[src/rtl/dispatch_pkg.sv]
// Shared types and helpers for the block dispatcher.
package dispatch_pkg;

    typedef enum logic [1:0] {
        IDLE        = 2'd0,
        RESET_CORES = 2'd1,
        DISPATCH    = 2'd2,
        DONE        = 2'd3
    } dispatch_state_t;

    // Rounded-up integer division; callers keep operands well below 2^32.
    function automatic logic [31:0] ceil_div(input logic [31:0] num, input logic [31:0] den);
        return (num + den - 32'd1) / den;
    endfunction

endpackage

[src/rtl/block_dispatcher_rr_arbiter.sv]
// Round-robin arbiter: grants the first requester at or after the rotating
// pointer; the pointer moves past the winner whenever the grant is taken.
module rr_arbiter #(
    parameter  int NUM_CORES = 4,
    localparam int IDX_W     = (NUM_CORES > 1) ? $clog2(NUM_CORES) : 1
) (
    input  logic                 clk,
    input  logic                 reset_n,
    input  logic [NUM_CORES-1:0] request,
    input  logic                 advance,
    output logic [NUM_CORES-1:0] grant,
    output logic [IDX_W-1:0]     grant_idx,
    output logic                 valid
);

    logic [IDX_W-1:0] ptr;

    // Search requesters starting at the pointer, wrapping around once.
    always_comb begin
        logic [IDX_W-1:0] idx;
        grant     = '0;
        grant_idx = '0;
        valid     = 1'b0;
        idx       = '0;
        for (int off = 0; off < NUM_CORES; off++) begin
            idx = IDX_W'((int'(ptr) + off) % NUM_CORES);
            if (!valid && request[idx]) begin
                valid     = 1'b1;
                grant_idx = idx;
            end
        end
        if (valid) grant[grant_idx] = 1'b1;
    end

    // Pointer moves to the core after the one just granted.
    always_ff @(posedge clk or negedge reset_n) begin
        if (!reset_n) begin
            ptr <= '0;
        end else if (advance && valid) begin
            ptr <= (grant_idx == IDX_W'(NUM_CORES - 1)) ? '0 : grant_idx + IDX_W'(1);
        end
    end

endmodule

[src/rtl/block_dispatcher.sv]
// Splits a kernel into fixed-size thread blocks and hands them to idle,
// enabled cores; tracks out-of-order completions until the kernel is done.
//
// state       | meaning
// ------------+---------------------------------------------------------
// IDLE        | waiting for start; core_reset drops after the first cycle
// RESET_CORES | one-cycle reset strobe to every core; first grant issued
// DISPATCH    | granting blocks and retiring completions
// DONE        | one-cycle done pulse, then back to IDLE
module block_dispatcher
    import dispatch_pkg::*;
#(
    parameter  int NUM_CORES         = 4,
    parameter  int THREADS_PER_BLOCK = 4,
    parameter  int THREAD_W          = 16,
    localparam int CNT_W             = $clog2(THREADS_PER_BLOCK) + 1
) (
    input  logic                 clk,
    input  logic                 reset_n,
    input  logic                 start,
    input  logic [THREAD_W-1:0]  thread_count,
    input  logic [NUM_CORES-1:0] core_enable,
    input  logic [NUM_CORES-1:0] core_done,
    output logic [NUM_CORES-1:0] core_start,
    output logic [NUM_CORES-1:0] core_reset,
    output logic [THREAD_W-1:0]  core_block_id [NUM_CORES],
    output logic [CNT_W-1:0]     core_thread_count [NUM_CORES],
    output logic                 busy,
    output logic                 done
);

    // One extra bit so the block count cannot wrap at the maximum thread count.
    localparam int BLK_W = THREAD_W + 1;
    localparam int IDX_W = (NUM_CORES > 1) ? $clog2(NUM_CORES) : 1;

    dispatch_state_t      state, state_next;
    logic [THREAD_W-1:0]  thread_count_q;
    logic [BLK_W-1:0]     total_blocks, blocks_dispatched, blocks_done, done_inc;
    logic [NUM_CORES-1:0] free_mask, request, completing, grant;
    logic [IDX_W-1:0]     grant_idx;
    logic                 grant_valid, dispatch_ok, last_block;
    logic [CNT_W-1:0]     grant_count;

    rr_arbiter #(.NUM_CORES(NUM_CORES)) u_arb (
        .clk       (clk),
        .reset_n   (reset_n),
        .request   (request),
        .advance   (grant_valid),
        .grant     (grant),
        .grant_idx (grant_idx),
        .valid     (grant_valid)
    );

    // State register.
    always_ff @(posedge clk or negedge reset_n) begin
        if (!reset_n) state <= IDLE;
        else          state <= state_next;
    end

    // Next-state and status outputs.
    always_comb begin
        state_next = state;
        busy       = 1'b0;
        done       = 1'b0;
        case (state)
            IDLE: begin
                if (start) state_next = RESET_CORES;
            end
            RESET_CORES: begin
                busy       = 1'b1;
                state_next = (total_blocks == '0) ? DONE : DISPATCH;
            end
            DISPATCH: begin
                busy = 1'b1;
                if (blocks_done == total_blocks) state_next = DONE;
            end
            DONE: begin
                busy       = 1'b1;
                done       = 1'b1;
                state_next = IDLE;
            end
            default: state_next = IDLE;
        endcase
    end

    // Arbiter requests, completions and the size of the block being granted.
    // Every core is free during RESET_CORES, so the first grant lands there.
    always_comb begin
        dispatch_ok = ((state == RESET_CORES) || (state == DISPATCH)) &&
                      (blocks_dispatched < total_blocks);
        request = '0;
        if (dispatch_ok) request = ((state == RESET_CORES) ? '1 : free_mask) & core_enable;
        completing = (state == DISPATCH) ? (core_start & core_done) : '0;
        done_inc = '0;
        for (int i = 0; i < NUM_CORES; i++) done_inc = done_inc + BLK_W'(completing[i]);
        last_block  = (blocks_dispatched == total_blocks - BLK_W'(1));
        grant_count = CNT_W'(THREADS_PER_BLOCK);
        if (last_block)
            grant_count = CNT_W'({1'b0, thread_count_q} - blocks_dispatched * BLK_W'(THREADS_PER_BLOCK));
    end

    // Kernel bookkeeping and per-core assignment registers.
    always_ff @(posedge clk or negedge reset_n) begin
        if (!reset_n) begin
            thread_count_q    <= '0;
            total_blocks      <= '0;
            blocks_dispatched <= '0;
            blocks_done       <= '0;
            free_mask         <= '0;
            core_start        <= '0;
            core_reset        <= '1;
            for (int i = 0; i < NUM_CORES; i++) begin
                core_block_id[i]     <= '0;
                core_thread_count[i] <= CNT_W'(THREADS_PER_BLOCK);
            end
        end else begin
            case (state)
                IDLE: begin
                    core_reset <= {NUM_CORES{start}};
                    if (start) begin
                        thread_count_q    <= thread_count;
                        total_blocks      <= BLK_W'(ceil_div(32'(thread_count), 32'(THREADS_PER_BLOCK)));
                        blocks_dispatched <= '0;
                        blocks_done       <= '0;
                        free_mask         <= '0;
                    end
                end
                RESET_CORES: begin
                    core_reset <= '0;
                    core_start <= grant;
                    free_mask  <= ~grant;
                end
                DISPATCH: begin
                    // A strobed core returns to the free pool one cycle after its strobe.
                    core_reset  <= completing;
                    core_start  <= (core_start & ~completing) | grant;
                    free_mask   <= (free_mask | core_reset) & ~grant;
                    blocks_done <= blocks_done + done_inc;
                end
                default: core_reset <= '0;
            endcase
            if (grant_valid) begin
                core_block_id[grant_idx]     <= blocks_dispatched[THREAD_W-1:0];
                core_thread_count[grant_idx] <= grant_count;
                blocks_dispatched            <= blocks_dispatched + BLK_W'(1);
            end
        end
    end

endmodule

[config.mk]
export PLATFORM = sky130hd
export DESIGN_NAME = block_dispatcher
export DESIGN_NICKNAME = d
export VERILOG_FILES = /design/src/rtl/dispatch_pkg.sv /design/src/rtl/block_dispatcher_rr_arbiter.sv /design/src/rtl/block_dispatcher.sv
export SDC_FILE = /design/constraint.sdc
export NUM_CORES = 1
export LEC_CHECK = 0
export ABC_AREA = 1
export CELL_PAD_IN_SITES_DETAIL_PLACEMENT = 1
export CELL_PAD_IN_SITES_GLOBAL_PLACEMENT = 1
export CORE_MARGIN = 4
export CORE_UTILIZATION = 40
export DETAILED_ROUTE_END_ITERATION = 8
export HOLD_SLACK_MARGIN = 0.06
export PLACE_DENSITY_LB_ADDON = 0.12
export SLEW_MARGIN = 20
export SYNTH_ARGS = -nofsm -noshare
export SYNTH_HDL_FRONTEND = slang
export SYNTH_SLANG_ARGS = --single-unit
[constraint.sdc]
create_clock -name clk -period 9.5 [get_ports clk]
set_input_delay 1.9 -clock clk [delete_from_list [all_inputs] [get_ports clk]]
set_output_delay 1.9 -clock clk [all_outputs]
set_load 0.02 [all_outputs]
==> flow_metrics.tcl <==
set metrics [dict create \
    status "completed" \
    crit_path_start_kind "input port" \
    synth_cell_types 44 \
    synth_area_leader_cell "dfrtp_1" \
    min_path_type "flop to flop" \
    grt_pass1_vias 7404 \
    globalRouteTotalUtil 0.227 \
    drt-initial-drc-count 345 \
    synth_edf_count 0 \
    die-area_um2 22300 \
    path_cells "clkdlybuf4s50_1 -> inv_1 -> nor2_1 -> nand4_1 -> nand3_1 -> nand2_1 -> nand4_4 -> nand3_2 -> inv_1 -> ha_1 -> nand2_1 -> nand2_1 -> nand2_1" \
    worst_path_max_delay_cell "nand2_1" \
    tightest_slew_ns 0.949 \
    insertion_delay_ns 0.44 \
    syn_nets 1069 \
    drtAntennaViolNets 0 \
    core_um2 19600 \
    fin_area_um2 9850 \
    synth.top_cells.by_count "nand2_1, dfrtp_1, nand3_1, inv_1, nor2_1" \
    dp_slack_ns 4.11 \
    cts_hold_buf 0 \
    drive_above_1_share 0.0684 \
    grt_max_degree 75 \
    wl_per_cell_um 17.7 \
    cts_buffers 17 \
    drc 0 \
    path_buf_inv 3 \
    hold-worst-slack_ns 0.469 \
    cts_buffer_depth 2 \
    dpl_cell_area_um2 9230 \
    clock-sinks 144 \
    diodes 0 \
    vias_per_cell 5.25 \
    setup_ws_ns 4.54 \
    final_hold_viol_count 0 \
    grt_pass1_wl_um 39800 \
    required_ns 9.82 \
    dp_hpwl_um 17800 \
    rsz0062_at_grt "no" \
    netlist_instances 1011 \
    cts_setup_buffers 0 \
    final_core_util 0.503 \
    maxCapViolCount 0 \
    p_clk_frac 0.205 \
    yosysMostFrequentCell "nand2_1" \
    initial_core_util 0.409 \
    place.gp.congestion 0.848 \
    ff2ff_path_depth 15 \
    grt_overflow 0 \
    cpMostUsedCell "nand2_1" \
    antenna_found_initial 0 \
    comb_power_share 0.517 \
    cts_tree "done" \
    die_h_um 149 \
    crit_fanout 28 \
    finalSetupTns_ns 0 \
    io_buffers 112 \
    crit_path_end_kind "flop" \
    cts_resized 0 \
    ys_seq_elements 144 \
    synth.area.top_cells "dfrtp_1, nand2_1, nand3_1, inv_1, ha_1" \
    clkTransAtPathRegs_ns 0.07 \
    path_depth 13 \
    rows 51 \
    whs_path_depth 2 \
    slew_viol_final 0 \
    synth_top_area_frac 0.425 \
    drt-total-wl_um 24400 \
    period_needed_ns 4.96 \
    vias 7220 \
    period_share 0.523 \
    synth_ff_type "dfrtp_1" \
    htree_levels 4 \
    first_pass_iters 5 \
    power_density_nw_per_um2 352 \
    fmax_ghz 0.201 \
    p_leak_nw 4.75 \
    ir_drop_uv 195 \
    fin_skew_ns 0.0140 \
    cp_top_family "simple AND/OR/NAND/NOR gates" \
    arrival_ns 5.28 \
    root_buffer "clkbuf_16" \
    p_sw_frac 0.498 \
    crit_type "input port to flop" \
    die_w_um 149 \
    seqPwrFrac 0.278 \
    netlist_area_um2 8000 \
    setup_viol_count_final 0 \
    synth-seq-area-share 0.451 \
    synth_async_sr_flop_share 1.00 \
    ys_warn_count 0 \
    max-slew-margin-rel 0.367 \
    avgSynthCellArea_um2 7.92 \
    io_pins 113 \
    slowest_delay_ns 0.71 \
    p_int_mw 1.74 \
    area_growth_pct 23.0 \
    p_sw_mw 1.72 \
    fin_nets 1156 \
]
-- tightest hold or removal path, delay by kind of cell (launching register included) --
kind / cells / cell delay (ns)
flip-flops: 1 / 0.37
AND/OR/NAND/NOR: 2 / 0.10
-- cell type report --
type | count | area (um2)
clock buffers | 17 | 425
clock inverters | 15 | 186
fillers | 2417 | 9740
inverters | 98 | 368
multi-input cells | 720 | 3760
flip-flops and latches | 144 | 3610
well taps | 265 | 332
repair buffers | 117 | 1160
-- kinds of logic (layout without fill, tap and decap cells) --
| logic type | Yosys count | count (layout) | synth area share |
|---|---|---|---|
| adder cells (fa/ha/maj) | 31 | 31 | 0.0513 |
| buffers and inverters | 147 | 247 | 0.0786 |
| AND/OR/NAND/NOR | 547 | 547 | 0.305 |
| AO/OA/AOI/OAI | 110 | 110 | 0.0786 |
| XOR/XNOR | 32 | 32 | 0.0350 |
| flip-flops | 144 | 144 | 0.451 |
-- cells in the final DEF (no fill, tap or decap), types with 6 or more instances in the layout --
cell type and n:
or2_2 6, xnor2_1 13, a21oi_1 27, nand2_1 290, xor2_1 19, clkdlybuf4s50_1 111, nand3_1 123, nand4_1 24
dfrtp_1 136, o22ai_1 11, nor3_1 17, dfstp_2 8, clkbuf_16 17, inv_8 6, nor2_2 8, o21ai_0 34
ha_1 28, o21ai_1 14, nor2_1 58, inv_1 97
-- stage by stage --
step,cells,power (mW)
final,1376,3.46
after global routing,1376,3.75
after CTS,1376,3.49
after detailed placement,1344,2.77
after global placement,1344,2.72
after floorplan,1011,2.28
-- worst paths after layout --
check	slack, ns	start	endpoint
setup / recovery	4.54	core_enable[3]	core_block_id[3]
hold / removal	0.47	core_thread_count[2]	core_thread_count[2]
setup reg to reg	4.96	blocks_dispatched[8]	core_block_id[3]
hold reg to reg	0.47	core_thread_count[2]	core_thread_count[2]
max in group asynchronous	6.65	reset_n	thread_count_q[1]
min in group asynchronous	1.44	reset_n	core_start[2]
-- state kept, by name, summed over array words and instances (netlist names) --
name,count
free_mask,4
total_blocks,15
blocks_dispatched,17
state,2
core_block_id,64
thread_count_q,3
core_start,4
core_thread_count,12
blocks_done,17
u_arb.ptr,2
core_reset,4
-- power by group through the flow --
stage               Sequential [mW]  Clock (mW)  Combinational [mW]
floorplan                     0.962           0                1.31
global placement              0.971           0                1.75
detailed placement            0.971           0                1.80
CTS                           0.963       0.721                1.81
global route                  0.982       0.751                2.01
finish                        0.962       0.710                1.79
-- routing by layer --
metal / up-vias / track usage / part of all wire
li1: 3479 / - / -
met1: 3602 / 0.311 / 0.45
met2: 126 / 0.383 / 0.49
met3: 13 / 0.0357 / 0.043
met4: 0 / 0.0494 / 0.0088
met5: - / 0 / 0
Power figures use the tool's default switching activity.
